===== src/rtl/c2_loader_initiator.sv =====
// c2_loader_initiator: host-side C2 loader initiator, image memory -> UART.
// Optional checksum byte before the final ACK: define LOADER_INIT_CHECKSUM_EN.
module c2_loader_initiator #(
    parameter logic [7:0]  CMD_LOAD_IMEM = 8'h1C,
    parameter logic [7:0]  CMD_LOAD_DMEM = 8'h1D,
    parameter logic [7:0]  ACK_BYTE      = 8'hAC,
    parameter int unsigned ACK_TIMEOUT   = 1_000_000
) (
    input  logic        clk_i,
    input  logic        rst_ni,
    input  logic        start_i,
    input  logic        target_i,
    input  logic [15:0] word_count_i,
    output logic [15:0] img_addr_o,
    input  logic [31:0] img_data_i,
    output logic [7:0]  tx_data_o,
    output logic        tx_start_o,
    input  logic        tx_done_i,
    input  logic [7:0]  rx_data_i,
    input  logic        rx_ready_i,
    output logic        busy_o,
    output logic        done_o,
    output logic        error_o,
    output logic [1:0]  err_code_o
);

    localparam int TW = $clog2(ACK_TIMEOUT + 1);
    localparam logic [TW-1:0] TMO_LAST = TW'(ACK_TIMEOUT - 1);

`ifdef LOADER_INIT_CHECKSUM_EN
    typedef enum logic [3:0] {
        S_IDLE, S_CMD, S_ACK1, S_LEN, S_FETCH, S_WORD,
        S_CSUM, S_ACK2, S_DONE, S_ERROR
    } state_e;
    localparam state_e S_TAIL = S_CSUM;
`else
    typedef enum logic [3:0] {
        S_IDLE, S_CMD, S_ACK1, S_LEN, S_FETCH, S_WORD,
        S_ACK2, S_DONE, S_ERROR
    } state_e;
    localparam state_e S_TAIL = S_ACK2;
`endif

    state_e        state_q, state_d;
    logic          target_q, target_d;
    logic [15:0]   count_q, count_d;
    logic [15:0]   addr_q, addr_d;
    logic [31:0]   shift_q, shift_d;
    logic [1:0]    idx_q, idx_d;
    logic          pend_q, pend_d;
    logic          tx_start_q, tx_start_d;
    logic [7:0]    tx_data_q, tx_data_d;
    logic [TW-1:0] tmo_q, tmo_d;
    logic          busy_q, busy_d;
    logic          done_q, done_d;
    logic          error_q, error_d;
    logic [1:0]    code_q, code_d;
`ifdef LOADER_INIT_CHECKSUM_EN
    logic [7:0]    csum_q, csum_d;
`endif

    logic       snd;
    logic [7:0] cur;
    logic       sent;

    // A byte is complete only when the UART reports done for our own request.
    assign sent = pend_q & tx_done_i;

    // Next-state, byte selection and transmit handshake.
    always_comb begin
        state_d    = state_q;
        target_d   = target_q;
        count_d    = count_q;
        addr_d     = addr_q;
        shift_d    = shift_q;
        idx_d      = idx_q;
        pend_d     = pend_q;
        tx_start_d = 1'b0;
        tx_data_d  = tx_data_q;
        tmo_d      = '0;
        busy_d     = busy_q;
        done_d     = 1'b0;
        error_d    = error_q;
        code_d     = code_q;
`ifdef LOADER_INIT_CHECKSUM_EN
        csum_d     = csum_q;
`endif
        snd        = 1'b0;
        cur        = 8'h00;

        unique case (state_q)
            S_IDLE: begin
                if (start_i) begin
                    target_d = target_i;
                    count_d  = word_count_i;
                    error_d  = 1'b0;
                    code_d   = 2'd0;
                    busy_d   = 1'b1;
                    idx_d    = 2'd0;
                    addr_d   = 16'd0;
`ifdef LOADER_INIT_CHECKSUM_EN
                    csum_d   = 8'h00;
`endif
                    state_d  = S_CMD;
                end
            end
            S_CMD: begin
                snd = 1'b1;
                cur = target_q ? CMD_LOAD_DMEM : CMD_LOAD_IMEM;
                if (sent) state_d = S_ACK1;
            end
            S_ACK1, S_ACK2: begin
                if (rx_ready_i) begin
                    if (rx_data_i == ACK_BYTE) begin
                        if (state_q == S_ACK1) begin
                            idx_d   = 2'd0;
                            state_d = S_LEN;
                        end else begin
                            done_d  = 1'b1;
                            busy_d  = 1'b0;
                            state_d = S_DONE;
                        end
                    end else begin
                        error_d = 1'b1;
                        code_d  = 2'd2;
                        busy_d  = 1'b0;
                        state_d = S_ERROR;
                    end
                end else if (tmo_q == TMO_LAST) begin
                    error_d = 1'b1;
                    code_d  = 2'd1;
                    busy_d  = 1'b0;
                    state_d = S_ERROR;
                end else begin
                    tmo_d = tmo_q + TW'(1);
                end
            end
            S_LEN: begin
                snd = 1'b1;
                cur = idx_q[0] ? count_q[15:8] : count_q[7:0];
                if (sent) begin
                    if (idx_q[0]) begin
                        idx_d = 2'd0;
                        if (count_q == 16'd0) begin
                            state_d = S_TAIL;
                        end else begin
                            addr_d  = 16'd0;
                            state_d = S_FETCH;
                        end
                    end else begin
                        idx_d = 2'd1;
                    end
                end
            end
            S_FETCH: begin
                // First cycle presents the address, second captures the word.
                if (idx_q[0]) begin
                    shift_d = img_data_i;
                    idx_d   = 2'd0;
                    state_d = S_WORD;
                end else begin
                    idx_d = 2'd1;
                end
            end
            S_WORD: begin
                snd = 1'b1;
                cur = shift_q[7:0];
                if (sent) begin
                    shift_d = {8'h00, shift_q[31:8]};
                    idx_d   = idx_q + 2'd1;
                    if (idx_q == 2'd3) begin
                        if (addr_q == count_q - 16'd1) begin
                            state_d = S_TAIL;
                        end else begin
                            addr_d  = addr_q + 16'd1;
                            state_d = S_FETCH;
                        end
                    end
                end
            end
`ifdef LOADER_INIT_CHECKSUM_EN
            S_CSUM: begin
                snd = 1'b1;
                cur = csum_q;
                if (sent) state_d = S_ACK2;
            end
`endif
            S_DONE: begin
                state_d = S_IDLE;
            end
            S_ERROR: begin
                state_d = S_IDLE;
            end
            default: begin
                state_d = S_IDLE;
            end
        endcase

        if (snd && !pend_q) begin
            tx_start_d = 1'b1;
            tx_data_d  = cur;
            pend_d     = 1'b1;
`ifdef LOADER_INIT_CHECKSUM_EN
            if (state_q == S_LEN || state_q == S_WORD)
                csum_d = csum_q ^ cur;
`endif
        end
        if (sent) pend_d = 1'b0;
    end

    // State and registered outputs.
    always_ff @(posedge clk_i or negedge rst_ni) begin
        if (!rst_ni) begin
            state_q    <= S_IDLE;
            target_q   <= 1'b0;
            count_q    <= 16'd0;
            addr_q     <= 16'd0;
            shift_q    <= 32'd0;
            idx_q      <= 2'd0;
            pend_q     <= 1'b0;
            tx_start_q <= 1'b0;
            tx_data_q  <= 8'h00;
            tmo_q      <= '0;
            busy_q     <= 1'b0;
            done_q     <= 1'b0;
            error_q    <= 1'b0;
            code_q     <= 2'd0;
`ifdef LOADER_INIT_CHECKSUM_EN
            csum_q     <= 8'h00;
`endif
        end else begin
            state_q    <= state_d;
            target_q   <= target_d;
            count_q    <= count_d;
            addr_q     <= addr_d;
            shift_q    <= shift_d;
            idx_q      <= idx_d;
            pend_q     <= pend_d;
            tx_start_q <= tx_start_d;
            tx_data_q  <= tx_data_d;
            tmo_q      <= tmo_d;
            busy_q     <= busy_d;
            done_q     <= done_d;
            error_q    <= error_d;
            code_q     <= code_d;
`ifdef LOADER_INIT_CHECKSUM_EN
            csum_q     <= csum_d;
`endif
        end
    end

    assign img_addr_o = addr_q;
    assign tx_data_o  = tx_data_q;
    assign tx_start_o = tx_start_q;
    assign busy_o     = busy_q;
    assign done_o     = done_q;
    assign error_o    = error_q;
    assign err_code_o = code_q;

endmodule

===== config.mk =====
export PLATFORM = sky130hd
export DESIGN_NAME = c2_loader_initiator
export DESIGN_NICKNAME = d
export VERILOG_FILES = /design/src/rtl/c2_loader_initiator.sv
export SDC_FILE = /design/constraint.sdc
export NUM_CORES = 1
export LEC_CHECK = 0
export CAP_MARGIN = 20
export CORE_MARGIN = 2
export CORE_UTILIZATION = 32
export DETAILED_ROUTE_END_ITERATION = 8
export GPL_TIMING_DRIVEN = 1
export SLEW_MARGIN = 30
export SYNTH_ARGS = -nofsm -noshare
export SYNTH_HDL_FRONTEND = slang
export SYNTH_SLANG_ARGS = --single-unit

===== constraint.sdc =====
create_clock -name clk_i -period 6.83 [get_ports clk_i]
set_input_delay 1.0245 -clock clk_i [delete_from_list [all_inputs] [get_ports clk_i]]
set_output_delay 1.0245 -clock clk_i [all_outputs]
set_load 0.01 [all_outputs]

# ---- After elaboration in Yosys (flattened, before gate mapping)
# Index checks and enable logic that the tools add are counted.
dict set report classes {
  n_lt_le_gt_ge 0
  div_mod_pow 0
  shifts 0
  eq_ne 25
  n_mul 0
  reduce_logical 18
  n_addsub 4
  bitwise 1
  mux 62
}
# op count
set op_table {}
lappend op_table {{two-way mux 16 bit} 7}
lappend op_table {{two-way mux 32 bit} 2}
lappend op_table {{one-hot mux 32 bit (2 select lines)} 1}
lappend op_table {{two-way mux 20 bit} 3}
lappend op_table {{one-hot mux 16 bit (3 select lines)} 1}
lappend op_table {{two-way mux 4 bit} 10}
lappend op_table {{inequality test 2 bit, second input constant} 12}
lappend op_table {{one-hot mux 4 bit (6 select lines)} 1}
lappend op_table {{one-hot mux 8 bit (3 select lines)} 1}
lappend op_table {{two-way mux 2 bit} 11}
lappend op_table {{adder 20 x 1 -> 20 bit, second input constant} 1}
lappend op_table {{== test 20 bit, second input constant} 1}
lappend op_table {{two-way mux 1 bit} 19}
lappend op_table {{adder 16 x 1 -> 16 bit, second input constant} 1}
lappend op_table {{== test 16 bit} 1}
lappend op_table {{logical NOT 16 bit} 1}
lappend op_table {{AND reduction 8 bit} 2}
lappend op_table {{subtractor 16 x 1 -> 16 bit, second input constant} 1}
lappend op_table {{== test 4 x 3 -> 1 bit, second input constant} 3}
lappend op_table {{one-hot mux 2 bit (5 select lines)} 1}
lappend op_table {{== test 4 x 2 -> 1 bit, second input constant} 2}
lappend op_table {{== test 8 bit, second input constant} 1}
lappend op_table {{two-way mux 8 bit} 1}
lappend op_table {{AND reduction 4 bit} 2}
lappend op_table {{other kinds (20)} 24}
dict set report word_totals {
  out_inout_bits 30
  memories 0
  regBits 106
  latchBits 0
  rom_bits 0
  elab_cells 124
  input_bits 62
  ram_bits 0
}

# ---- Logic depth before layout (Yosys ltp)
dict set report logic_depth {
  depth_word 6
  ltp_mapped 12
  mapped_depth_nobuf 9
}

# ---- Worst setup path after synthesis
# No wires, ideal clock.
dict set report synth_path {
  kind {register to register}
  from {reg count_q[2]}
  to {reg addr_q[10], in the netlist img_addr_o[10]}
  setup_ns 0.126
  period_less_slack_ns 2.707
  path_stages_with_launch 9
  required_time_ns 6.704
  path_slack_ns 4.123
  arrival_time_ns 2.581
  n_path_buf 2
  cell_sequence {dfrtp_1 -> or3_4 -> or4_1 -> a22oi_1 -> nand4_1 -> or4_1 -> buf_2 -> buf_6 -> a221o_1}
}
dict set report synth_between {
  elab_chain_cells 4
  elab_cells_between_ends 6
  classes_between {add/sub (1); eq/ne (3); reduce/logical (2)}
}
# element line
set synth_lines {}
lappend synth_lines {{from (decl)} 46} ;# logic [15:0] count_q, count_d;
lappend synth_lines {{from (signal assigned)} 234} ;# count_q <= count_d;
lappend synth_lines {{subtractor 16 x 1 -> 16 bit} 172} ;# if (addr_q == count_q - 16'd1) begin
lappend synth_lines {{== test 16 bit} 172}
lappend synth_lines {{inequality test 2 bit (no line)} n/a}
lappend synth_lines {{AND reduction 8 bit (no line) *} n/a}
lappend synth_lines {{to (signal assigned)} 235} ;# addr_q <= addr_d;
lappend synth_lines {{to (decl)} 47} ;# logic [15:0] addr_q, addr_d;
# Every way passes the cells marked *; elsewhere a longest branch is shown, timed or not.
# A chain may end at the register's enable or synchronous reset.

# ---- Final worst setup path
dict set report layout_path {
  from {reg state_q[1]}
  to {reg addr_q[12], in the netlist img_addr_o[12]}
}
dict set report layout_between {
  elab_chain_cells 3
  elab_cells_between_ends 13
  classes_between {eq/ne (9); mux (1); reduce/logical (3)}
}
# element line
set layout_lines {}
lappend layout_lines {{from (decl)} 44} ;# state_e state_q, state_d;
lappend layout_lines {{from (signal assigned)} 232} ;# state_q <= state_d;
lappend layout_lines {{== test 4 x 3 -> 1 bit, or another cell as far along} 91} ;# unique case (state_q)
lappend layout_lines {{inequality test 2 bit (no line) / nonzero test 3 bit (equally long branches)} n/a}
lappend layout_lines {{AND reduction 8 bit (no line)} n/a}
# Parallel ways exist; a longest one is shown, timed or not.

==> run summary <==
outcome: finished clean
first drt pass iteration count: 5
pre-CTS WS: 3.32 ns
H-tree depth: 3
RR Endpoint: img_addr_o[12]$_DFFE_PN0P_
Comb pwr share: 35.0%
Final setup viols: 0
Crit Path Max Fanout: 49
worst-case clock buffer depth: 2
number of enable flip-flop cells after synthesis: 0
CTS Buf Count: 9
final net count: 723
routed vias/inst: 5.15
area leader, netlist: dfrtp_1
die area: 0.0187 mm^2
CP endpoint: img_addr_o[12]$_DFFE_PN0P_
RSZ-0062 raised after global routing: false
Post-CTS Setup Bufs: 0
post-synth net total: 654
vias after detailed routing: 4572
IO Port Bufs: 91
Seq/Total Area, Yosys: 47.0%
CTS root buf: clkbuf_16
crit start category: flop
CP max stage delay: 0.83 ns
final worst slack: 3.35 ns
most frequent cells in the layout: dfrtp_1 (106), clkdlybuf4s50_1 (90), nand2_1 (71), o21ai_0 (51), nor2_1 (41)
largest net degree at the start of global routing: 65
power per cell area: 344 mW/mm^2
WS Path Type: reg -> reg
Clk Latency, worst-skew pair: 0.35 ns
Area contributors post-synth: dfrtp_1 (47%), mux2i_1 (5.7%), nand2_1 (4.7%)
reg-to-reg critical path startpoint: state_q[1]$_DFFE_PN0P_
max cap viols: 0
Die Ht: 137 um
Final Instance Count excl. Fillers: 887
Clk pwr share: 22.3%
worst hold path class: reg -> reg
Fmax: 287 MHz
Worst-Margin Slew: 0.929 ns
Static Leakage: 2.88 nW
share of Yosys cell area claimed by the top area cell type: 47.0%
Tmin final: 3.48 ns
post-CTS sizing: 0
placed standard-cell area: 0.00672 mm^2
WL final: 14200 um
CTS tree: done
CTS sink count: 106
initial DRC count: 409
hpwl dp: 9980 um
Ant. Diodes: 0
share of post-route cells with drive strength above 1: 6.95%
hold slack: 0.479 ns
Max stage delay cell, worst path: or4_1
register share of total power: 42.6%
Post-route DRC: 0
path depth of the worst reg2reg path: 8
Final Hold Fails: 0
Max Slew Vio Count: 0
Chip Width: 137 um
initial antenna violation count: 0
Setup Total Neg Slack: 0 ns
I/O pins: 92
Max Clock Skew: 0.0109 ns
Yosys cell types: 57
crit-path cells: and4bb_2 > buf_4 > o211ai_1 > a211oi_1 > nand4_1 > or4_1 > nand2_2 > a221o_1
Synth Flop Type: dfrtp_1
GRT Total Usage: 15.5%
Congestion Overflow GR: 0
dpl cells: 871
area delta synth->final: 24.5%
Final GP Congestion: 0.834
Internal Power: 0.00152 W
Req. time, crit path: 7.12 ns
Initial Utilization: 32.6%
FP Rows: 48
CP startpoint: state_q[1]$_DFFE_PN0P_
CTS Hold Buffers Added: 0
clk slew on worst S/H paths: 0.07 ns
fin area: 0.00703 mm^2
final-layout fill cell count: 1724
Max VDD drop: 0.172 mV
arrival time worst endpoint: 3.77 ns
commonest non-fill, non-tap cell in the layout: dfrtp_1
vias in the first global route: 4331
post-route ant nets: 0
WL/cell: 16.0 um
synthesized area: 0.00564 mm^2
CP endpoint kind: flop
Tcrit/Tclk final: 50.9%
sw power: 0.000896 W
syn_area_per_cell: 9.59 um^2
reg-to-reg slack, setup: 3.35 ns
first-pass GRT wire length: 22700 um
Synth Instances: 588
Synth async-reset ratio: 100%
synthesis-stage register bit count: 106
switch share: 37.0%
yosys warns: 0
core outline area: 0.0173 mm^2
Slew Limit Headroom: 37.9%
[power by group through the flow]
stage                     clock [W]  combinational [W]  sequential [W]
after floorplan                   0           0.000643        0.000945
after global placement            0           0.000826         0.00104
after detailed placement          0           0.000848         0.00104
after CTS                  0.000559           0.000851         0.00103
after global routing       0.000582           0.000942         0.00106
final                      0.000540           0.000847         0.00103
[state kept, by name (all words and copies together) (netlist names)]
signal / count
shift_q: 32
tmo_q: 20
count_q: 16
img_addr_o: 16
tx_data_o: 8
state_q: 4
err_code_o: 2
idx_q: 2
busy_o: 1
done_o: 1
error_o: 1
pend_q: 1
target_q: 1
tx_start_o: 1
[layout make-up]
cell class              count  area (um^2)  share of cell area (%)
repair buffers             94          931                    13.3
well taps                 225          282                    4.01
clock buffers              10          239                    3.40
inverters                  14         52.6                   0.748
clock inverters             6         68.8                   0.980
multi-input cells         432         2800                    39.9
flip-flops and latches    106         2650                    37.8
[worst min path at each step]
| stage | startpoint | to | slack (ns) | depth (start not counted) |
|---|---|---|---|---|
| floorplan | shift_q[10]$_DFFE_PN0P_ | shift_q[10]$_DFFE_PN0P_ | 0.45 | 2 |
| global placement | shift_q[16]$_DFFE_PN0P_ | shift_q[16]$_DFFE_PN0P_ | 0.46 | 2 |
| detailed placement | error_o$_DFFE_PN0P_ | error_o$_DFFE_PN0P_ | 0.47 | 1 |
| CTS | error_o$_DFFE_PN0P_ | error_o$_DFFE_PN0P_ | 0.48 | 1 |
| global route | error_o$_DFFE_PN0P_ | error_o$_DFFE_PN0P_ | 0.50 | 1 |
| finish | shift_q[28]$_DFFE_PN0P_ | shift_q[28]$_DFFE_PN0P_ | 0.48 | 2 |
[Yosys cell counts (4+ instances only)]
cell      instances
dfrtp_1         106
nand2_1          71
o21ai_0          51
nor2_1           41
mux2i_1          32
clkbuf_1         31
nand3_1          26
xnor2_1          22
nor4_1           21
and3_1           20
mux2_2           19
a221o_1          14
inv_1            14
a21oi_1          13
xor2_1           13
nor3_1           10
nand4_1           8
or3_1             6
nand2b_1          5
nor2b_1           5
a211oi_1          4
ha_1              4
[routing by layer]
layer  up-vias  track usage, %  routed length, um
li1       2243               -                  -
met1      2192            21.4               6790
met5         -               0                  0
met3         8            3.22                687
met4         0            4.81                116
met2       129            24.4               6610
[critical path, delay by kind of cell, from the launching register on]
kind | cells | cell delay [ns]
buf+inv | 1 | 0.54
flops | 1 | 0.54
compound gates | 3 | 0.60
simple gates | 4 | 1.72
[cells by family (layout without fill, tap and decap cells)]
group / after synthesis / in the layout / share of synthesized area [%]
muxes: 51 / 51 / 9.47
and+or+nand+nor: 234 / 234 / 20.9
AOI/OAI and AO/OA: 107 / 107 / 12.3
buffers and inverters: 50 / 124 / 3.55
adders and majority gates: 4 / 4 / 0.887
DFF: 106 / 106 / 47.0
xor gates and xnor gates: 36 / 36 / 5.83
[stage by stage]
step                      total power, W  util (%)
after floorplan                  0.00159         -
after global placement           0.00186      38.8
after detailed placement         0.00189      38.8
after CTS                        0.00244      40.6
after global routing             0.00259      40.6
final                            0.00242      40.6
Power figures use the tool's default switching activity.
